`src/rtl/sdram_port_arbiter.sv`:
```
`default_nettype none
// ============================================================================
//  Module      : sdram_port_arbiter
//  Description : Shares one SDRAM Avalon-MM master between two requesters
//                (port 0: notch filter write-back, port 1: Nios DMA/readback).
//                Round-robin, one transaction per grant. Read returns are
//                routed back through an owner-tag FIFO so pipelined reads from
//                both ports may be outstanding together.
//  Ports       : clk, reset_n (async, active low)
//                m0_* / m1_*  : requester-side Avalon-MM slave ports
//                sd_*         : SDRAM-controller-side Avalon-MM master port
//                err_orphan   : sticky, read data returned with no read pending
//  Revision    : 1.0  initial release
// ============================================================================
module sdram_port_arbiter #(
  parameter int ADDR_W      = 24,
  parameter int DATA_W      = 32,
  parameter int MAX_PENDING = 8
) (
  input  logic              clk,
  input  logic              reset_n,
  input  logic [ADDR_W-1:0] m0_address,
  input  logic              m0_read,
  input  logic              m0_write,
  input  logic [DATA_W-1:0] m0_writedata,
  output logic              m0_waitrequest,
  output logic [DATA_W-1:0] m0_readdata,
  output logic              m0_readdatavalid,
  input  logic [ADDR_W-1:0] m1_address,
  input  logic              m1_read,
  input  logic              m1_write,
  input  logic [DATA_W-1:0] m1_writedata,
  output logic              m1_waitrequest,
  output logic [DATA_W-1:0] m1_readdata,
  output logic              m1_readdatavalid,
  output logic [ADDR_W-1:0] sd_address,
  output logic              sd_read,
  output logic              sd_write,
  output logic [DATA_W-1:0] sd_writedata,
  input  logic              sd_waitrequest,
  input  logic [DATA_W-1:0] sd_readdata,
  input  logic              sd_readdatavalid,
  output logic              err_orphan
);

  localparam int PTR_W = (MAX_PENDING > 1) ? $clog2(MAX_PENDING) : 1;
  localparam int CNT_W = PTR_W + 1;
  localparam logic [CNT_W-1:0] FULL_COUNT = CNT_W'(MAX_PENDING);

  typedef enum logic [1:0] {
    IDLE = 2'd0,
    OWN0 = 2'd1,
    OWN1 = 2'd2
  } state_t;

  state_t state, state_next;
  logic   last_grant, last_grant_next;

  // Owner-tag FIFO: one bit per outstanding read, 0 = port 0, 1 = port 1.
  logic [MAX_PENDING-1:0] tag_mem;
  logic [PTR_W-1:0]       wr_ptr, rd_ptr;
  logic [CNT_W-1:0]       count;
  logic                   fifo_full, fifo_empty, head_tag;
  logic                   push, push_ok, push_tag, pop;
  logic                   elig0, elig1;

  assign fifo_full  = (count == FULL_COUNT);
  assign fifo_empty = (count == '0);
  assign head_tag   = tag_mem[rd_ptr];

  // Read dominates when read and write are both asserted, so a read+write
  // request is held off by a full FIFO exactly like a plain read.
  assign elig0 = m0_read ? !fifo_full : m0_write;
  assign elig1 = m1_read ? !fifo_full : m1_write;

  // Returns are in order, so the FIFO head always names the owner.
  assign pop              = sd_readdatavalid & !fifo_empty;
  assign m0_readdata      = sd_readdata;
  assign m1_readdata      = sd_readdata;
  assign m0_readdatavalid = pop & (head_tag == 1'b0);
  assign m1_readdatavalid = pop & (head_tag == 1'b1);

  // A simultaneous pop frees the slot the push needs, even when full.
  assign push_ok = push & (!fifo_full | pop);

  always_comb begin
    state_next      = state;
    last_grant_next = last_grant;
    sd_address      = '0;
    sd_read         = 1'b0;
    sd_write        = 1'b0;
    sd_writedata    = '0;
    m0_waitrequest  = 1'b1;
    m1_waitrequest  = 1'b1;
    push            = 1'b0;
    push_tag        = 1'b0;
    case (state)
      IDLE: begin
        // Port 0 wins a tie only if port 1 held the previous grant.
        if (elig0 && (!elig1 || last_grant)) begin
          state_next = OWN0;
        end else if (elig1) begin
          state_next = OWN1;
        end
      end
      OWN0: begin
        sd_address   = m0_address;
        sd_writedata = m0_writedata;
        sd_read      = m0_read;
        sd_write     = m0_write & ~m0_read;
        if (m0_read | m0_write) begin
          m0_waitrequest = sd_waitrequest;
          if (!sd_waitrequest) begin
            state_next      = IDLE;
            last_grant_next = 1'b0;
            push            = m0_read;
            push_tag        = 1'b0;
          end
        end else begin
          // Requester dropped its request while owning the bus.
          state_next = IDLE;
        end
      end
      OWN1: begin
        sd_address   = m1_address;
        sd_writedata = m1_writedata;
        sd_read      = m1_read;
        sd_write     = m1_write & ~m1_read;
        if (m1_read | m1_write) begin
          m1_waitrequest = sd_waitrequest;
          if (!sd_waitrequest) begin
            state_next      = IDLE;
            last_grant_next = 1'b1;
            push            = m1_read;
            push_tag        = 1'b1;
          end
        end else begin
          state_next = IDLE;
        end
      end
      default: state_next = IDLE;
    endcase
  end

  always_ff @(posedge clk or negedge reset_n) begin
    if (!reset_n) begin
      state      <= IDLE;
      last_grant <= 1'b1;
      tag_mem    <= '0;
      wr_ptr     <= '0;
      rd_ptr     <= '0;
      count      <= '0;
      err_orphan <= 1'b0;
    end else begin
      state      <= state_next;
      last_grant <= last_grant_next;
      if (push_ok) begin
        tag_mem[wr_ptr] <= push_tag;
        wr_ptr          <= wr_ptr + 1'b1;
      end
      if (pop) begin
        rd_ptr <= rd_ptr + 1'b1;
      end
      case ({push_ok, pop})
        2'b10:   count <= count + 1'b1;
        2'b01:   count <= count - 1'b1;
        default: count <= count;
      endcase
      if (sd_readdatavalid && fifo_empty) begin
        err_orphan <= 1'b1;
      end
    end
  end

endmodule
`default_nettype wire

```
`config.mk`:
```
export PLATFORM = sky130hd
export DESIGN_NAME = sdram_port_arbiter
export DESIGN_NICKNAME = d
export VERILOG_FILES = /design/src/rtl/sdram_port_arbiter.sv
export SDC_FILE = /design/constraint.sdc
export NUM_CORES = 1
export LEC_CHECK = 0
export CORE_AREA = 2 2 107 109
export DETAILED_ROUTE_END_ITERATION = 12
export DIE_AREA = 0 0 109 111
export GPL_ROUTABILITY_DRIVEN = 0
export PLACE_DENSITY = 0.8
export SETUP_SLACK_MARGIN = 0.4
export SLEW_MARGIN = 10
export SYNTH_ARGS = -nofsm -noshare
export SYNTH_HDL_FRONTEND = slang
export SYNTH_SLANG_ARGS = --single-unit
```
`constraint.sdc`:
```
create_clock -name clk -period 3.22 [get_ports clk]
set_input_delay 0.483 -clock clk [delete_from_list [all_inputs] [get_ports clk]]
set_output_delay 0.483 -clock clk [all_outputs]
set_load 0.005 [all_outputs]
```
==> metrics list <==
- Setup TNS after final layout: 0 ns
- Number of global-route vias before repair: 2627
* Hold bufs inserted after CTS: 0
- The tree is rooted in a sky130_fd_sc_hd__clkbuf_16.
* Flop and latch count out of synthesis: 22
- Summed over all layers, the global routing overflow is 0.
- After detailed routing, the average wire length per cell comes to 15.1 um.
- The first detailed-routing pass ran for 4 iterations.
- Across every metal layer, demand over resource in global routing totals 0.131.
- For this configuration, the core starts out at a cell density of 0.242.
- In this run the remaining antenna-violating nets after routing total 0.
* Post-synthesis cell type count: 39
- Total wire length: 8.57 mm
- Class of the most critical setup path: reg -> out
- Final non-filler cell area: 4320 um2
* DRC: 0
* CORE AREA: 11100 um2
- Vias per std cell: 4.65
- Die Y: 111 um
* Maximum number of pins on one net before global-route repair: 61
- Initial antenna violation count: 0
- The worst setup path is launched from a flop.
* Syn_nets: 481
- Unrepaired setup endpoints after global routing: true
* TritonCTS Sinks: 22
- Share of final-layout standard cells stronger than drive strength 1: 0.0729
* Worst max-slew margin expressed relative to the limit: 0.341
* Endpoint required time on the critical path: 2.74 ns
- Setup violators final: 0
- Buffers placed on the I/O ports in this run total 182.
- Relative to the synthesized area, the layout overhead comes to 61.0%.
- Syn_area_per_cell: 8.40 um2
- Total Power Consumption: 2690 uW
- In the final design database the tool counted 588 nets.
- VDD sags by at most 0.290 mV.
* Clock latency on the worst-skew pair: 0.25 ns
* Commonest non-fill, non-tap cells in the layout: sky130_fd_sc_hd__clkdlybuf4s50_1 (182), sky130_fd_sc_hd__a22oi_1 (57), sky130_fd_sc_hd__nor2b_1 (57)
- The run finished with clean final reports.
- Number of synthesis warnings: 0
- Routed via count: 2643
- Achievable frequency: 373 MHz
- Number of rows in the core area: 39
- Class of the worst hold path: reg -> reg
- Subtracting the final worst setup slack from the clock period gives 2.68 ns.
- Highest fanout seen on the critical path: 30
* Count of endpoints failing hold in the final timing report: 0
- In this run the number of H-tree levels came out at 1.
- Post-route clock period utilization: 0.833
- Wire length of the first global-routing pass: 13.1 mm
- The library cell used most frequently in the layout, excluding fill and tap cells, is sky130_fd_sc_hd__clkdlybuf4s50_1.
- The clock arrives with 0.00390 ns of skew.
- Clock-pin transition on the worst setup and hold timing paths: 0.06 ns
* Leak Pwr: 0.00153 uW
- Count of max-cap constraint violations: 0
* Die boundary width: 109 um
* CTS tree: built
* Kind of end point of the critical path: output port
- Cell area reported after detailed placement: 4160 um2
- Number of cells produced by synthesis: 319
- Number of antenna repair diodes: 0
- The die covers 12100 um2.
- Cell area after synthesis: 2680 um2
* Crit path arrival time: 2.20 ns
- Areal power density over the cells: 624 nW/um2
* Number of top-level design ports: 279
- The final max-slew violation count was 0.
- The HPWL after detailed placement is 6.73 mm.
- DRC violation total after the first TritonRoute iteration: 85
- The longest clock path from root to sink contains 2 buffers.
* Number of buffers inserted during clock tree synthesis: 3
- Once layout is complete, the utilization of the core stands at 0.390.
- Sequential area share after synthesis: 0.206
- At the pin with the least slew margin, the transition time is 0.986 ns.
==> final cells by class <==
class / count / area, um2
fillers: 1092 / 6760
flip-flops and latches: 22 / 552
repair buffers: 189 / 1930
well taps: 143 / 179
inverters: 8 / 30.0
multi-input cells: 202 / 1540
clock buffers: 4 / 88.8
==> final timing paths <==
check,startpoint,to,slack (ns),cells after the start
worst max-delay path,state[0]$_DFFE_PN0P_,m1_waitrequest,0.54,8
worst min-delay path,err_orphan$_DFFE_PN0P_,err_orphan$_DFFE_PN0P_,0.46,1
worst max register to register,count[1]$_DFFE_PN0P_,count[2]$_DFFE_PN0P_,0.60,10
worst min register to register,err_orphan$_DFFE_PN0P_,err_orphan$_DFFE_PN0P_,0.46,1
max in group asynchronous,reset_n,tag_mem[0]$_DFFE_PN0P_,1.85,1
min in group asynchronous,reset_n,wr_ptr[2]$_DFFE_PN0P_,0.77,1
==> routing by layer <==
| layer | global-route usage | vias up | part of all wire |
|---|---|---|---|
| met5 | 0 | - | 0 |
| met4 | 0.0265 | 0 | 0.0065 |
| met3 | 0.0359 | 6 | 0.085 |
| met2 | 0.234 | 129 | 0.52 |
| met1 | 0.154 | 1235 | 0.39 |
| li1 | - | 1273 | - |
==> power by group <==
group	leakage, uW	total [uW]	switching, uW	internal (uW)
clock network	0.0000442	287	97.1	190
logic	0.00121	1890	787	1100
registers	0.000274	515	136	379
==> state kept, by name, indices dropped and copies added, names as in the netlist <==
register,cells
err_orphan,1
wr_ptr,3
last_grant,1
rd_ptr,3
state,2
count,4
tag_mem,8
==> per-stage QoR <==
| stage | cells | hold slack [ns] | setup slack [ns] |
|---|---|---|---|
| 5_1_grt | 568 | 0.491 | 0.385 |
| 3_5_place_dp | 562 | 0.452 | 0.306 |
| 6_report | 568 | 0.460 | 0.536 |
| 2_1_floorplan | 319 | 0.187 | 0.753 |
| 3_3_place_gp | 562 | 0.451 | 0.412 |
| 4_1_cts | 566 | 0.465 | 0.411 |
==> cell usage after synthesis, drive strengths merged <==
| cell | instances | area share |
|---|---|---|
| buf | 68 | 0.19 |
| a22oi | 57 | 0.16 |
| nor2b | 57 | 0.13 |
| dfrtp | 21 | 0.20 |
| clkbuf | 19 | 0.027 |
| mux2 | 11 | 0.046 |
| nand2 | 11 | 0.015 |
| ha | 10 | 0.047 |
| inv | 8 | 0.011 |
| nor2 | 7 | 0.0098 |
| nor3 | 5 | 0.0093 |
| xnor2 | 5 | 0.016 |
| xor2 | 4 | 0.013 |
| nor4 | 3 | 0.0070 |
| nor4b | 3 | 0.0098 |
| o21ai | 3 | 0.0056 |
| a32o | 2 | 0.0075 |
| and2 | 2 | 0.0047 |
| mux2i | 2 | 0.0075 |
| mux4 | 2 | 0.017 |
| nand2b | 2 | 0.0047 |
| o21a | 2 | 0.0056 |
| o2bb2ai | 2 | 0.0065 |
| a211o | 1 | 0.0037 |
| a21o | 1 | 0.0028 |
| a21oi | 1 | 0.0019 |
| a22o | 1 | 0.0033 |
| a31oi | 1 | 0.0023 |
| dfstp | 1 | 0.0098 |
| nand3b | 1 | 0.0028 |
| nand4 | 1 | 0.0023 |
| o2111ai | 1 | 0.0098 |
| o211ai | 1 | 0.0028 |
| o22ai | 1 | 0.0023 |
| or3b | 1 | 0.0033 |
| or4b | 1 | 0.0051 |
==> cells by family after synthesis <==
logic type / share of synthesized area
AOI/OAI and AO/OA: 0.214
and+or+nand+nor: 0.207
buffers and inverters: 0.226
DFF: 0.206
muxes: 0.0705
xor gates and xnor gates: 0.0294
adders and majority gates: 0.0467
==> critical path, stage by stage, from the launching register on <==
cell and delay (ns):
sky130_fd_sc_hd__dfrtp_1 0.45, sky130_fd_sc_hd__inv_1 0.13, sky130_fd_sc_hd__ha_2 0.28, sky130_fd_sc_hd__buf_12 0.20, sky130_fd_sc_hd__o21ai_0 0.13, sky130_fd_sc_hd__nor2_1 0.11, sky130_fd_sc_hd__buf_4 0.17, sky130_fd_sc_hd__inv_1 0.04
sky130_fd_sc_hd__clkdlybuf4s50_1 0.43
==> repair_timing <==
item                                    4_1_cts  5_1_grt
gates cloned                                  0        1
endpoints found under the setup margin       41       60
buffers inserted                              0        1
gates resized for setup                       2        6
pin swaps                                     0        1
Note: power is estimated with default switching activity, not from simulation.
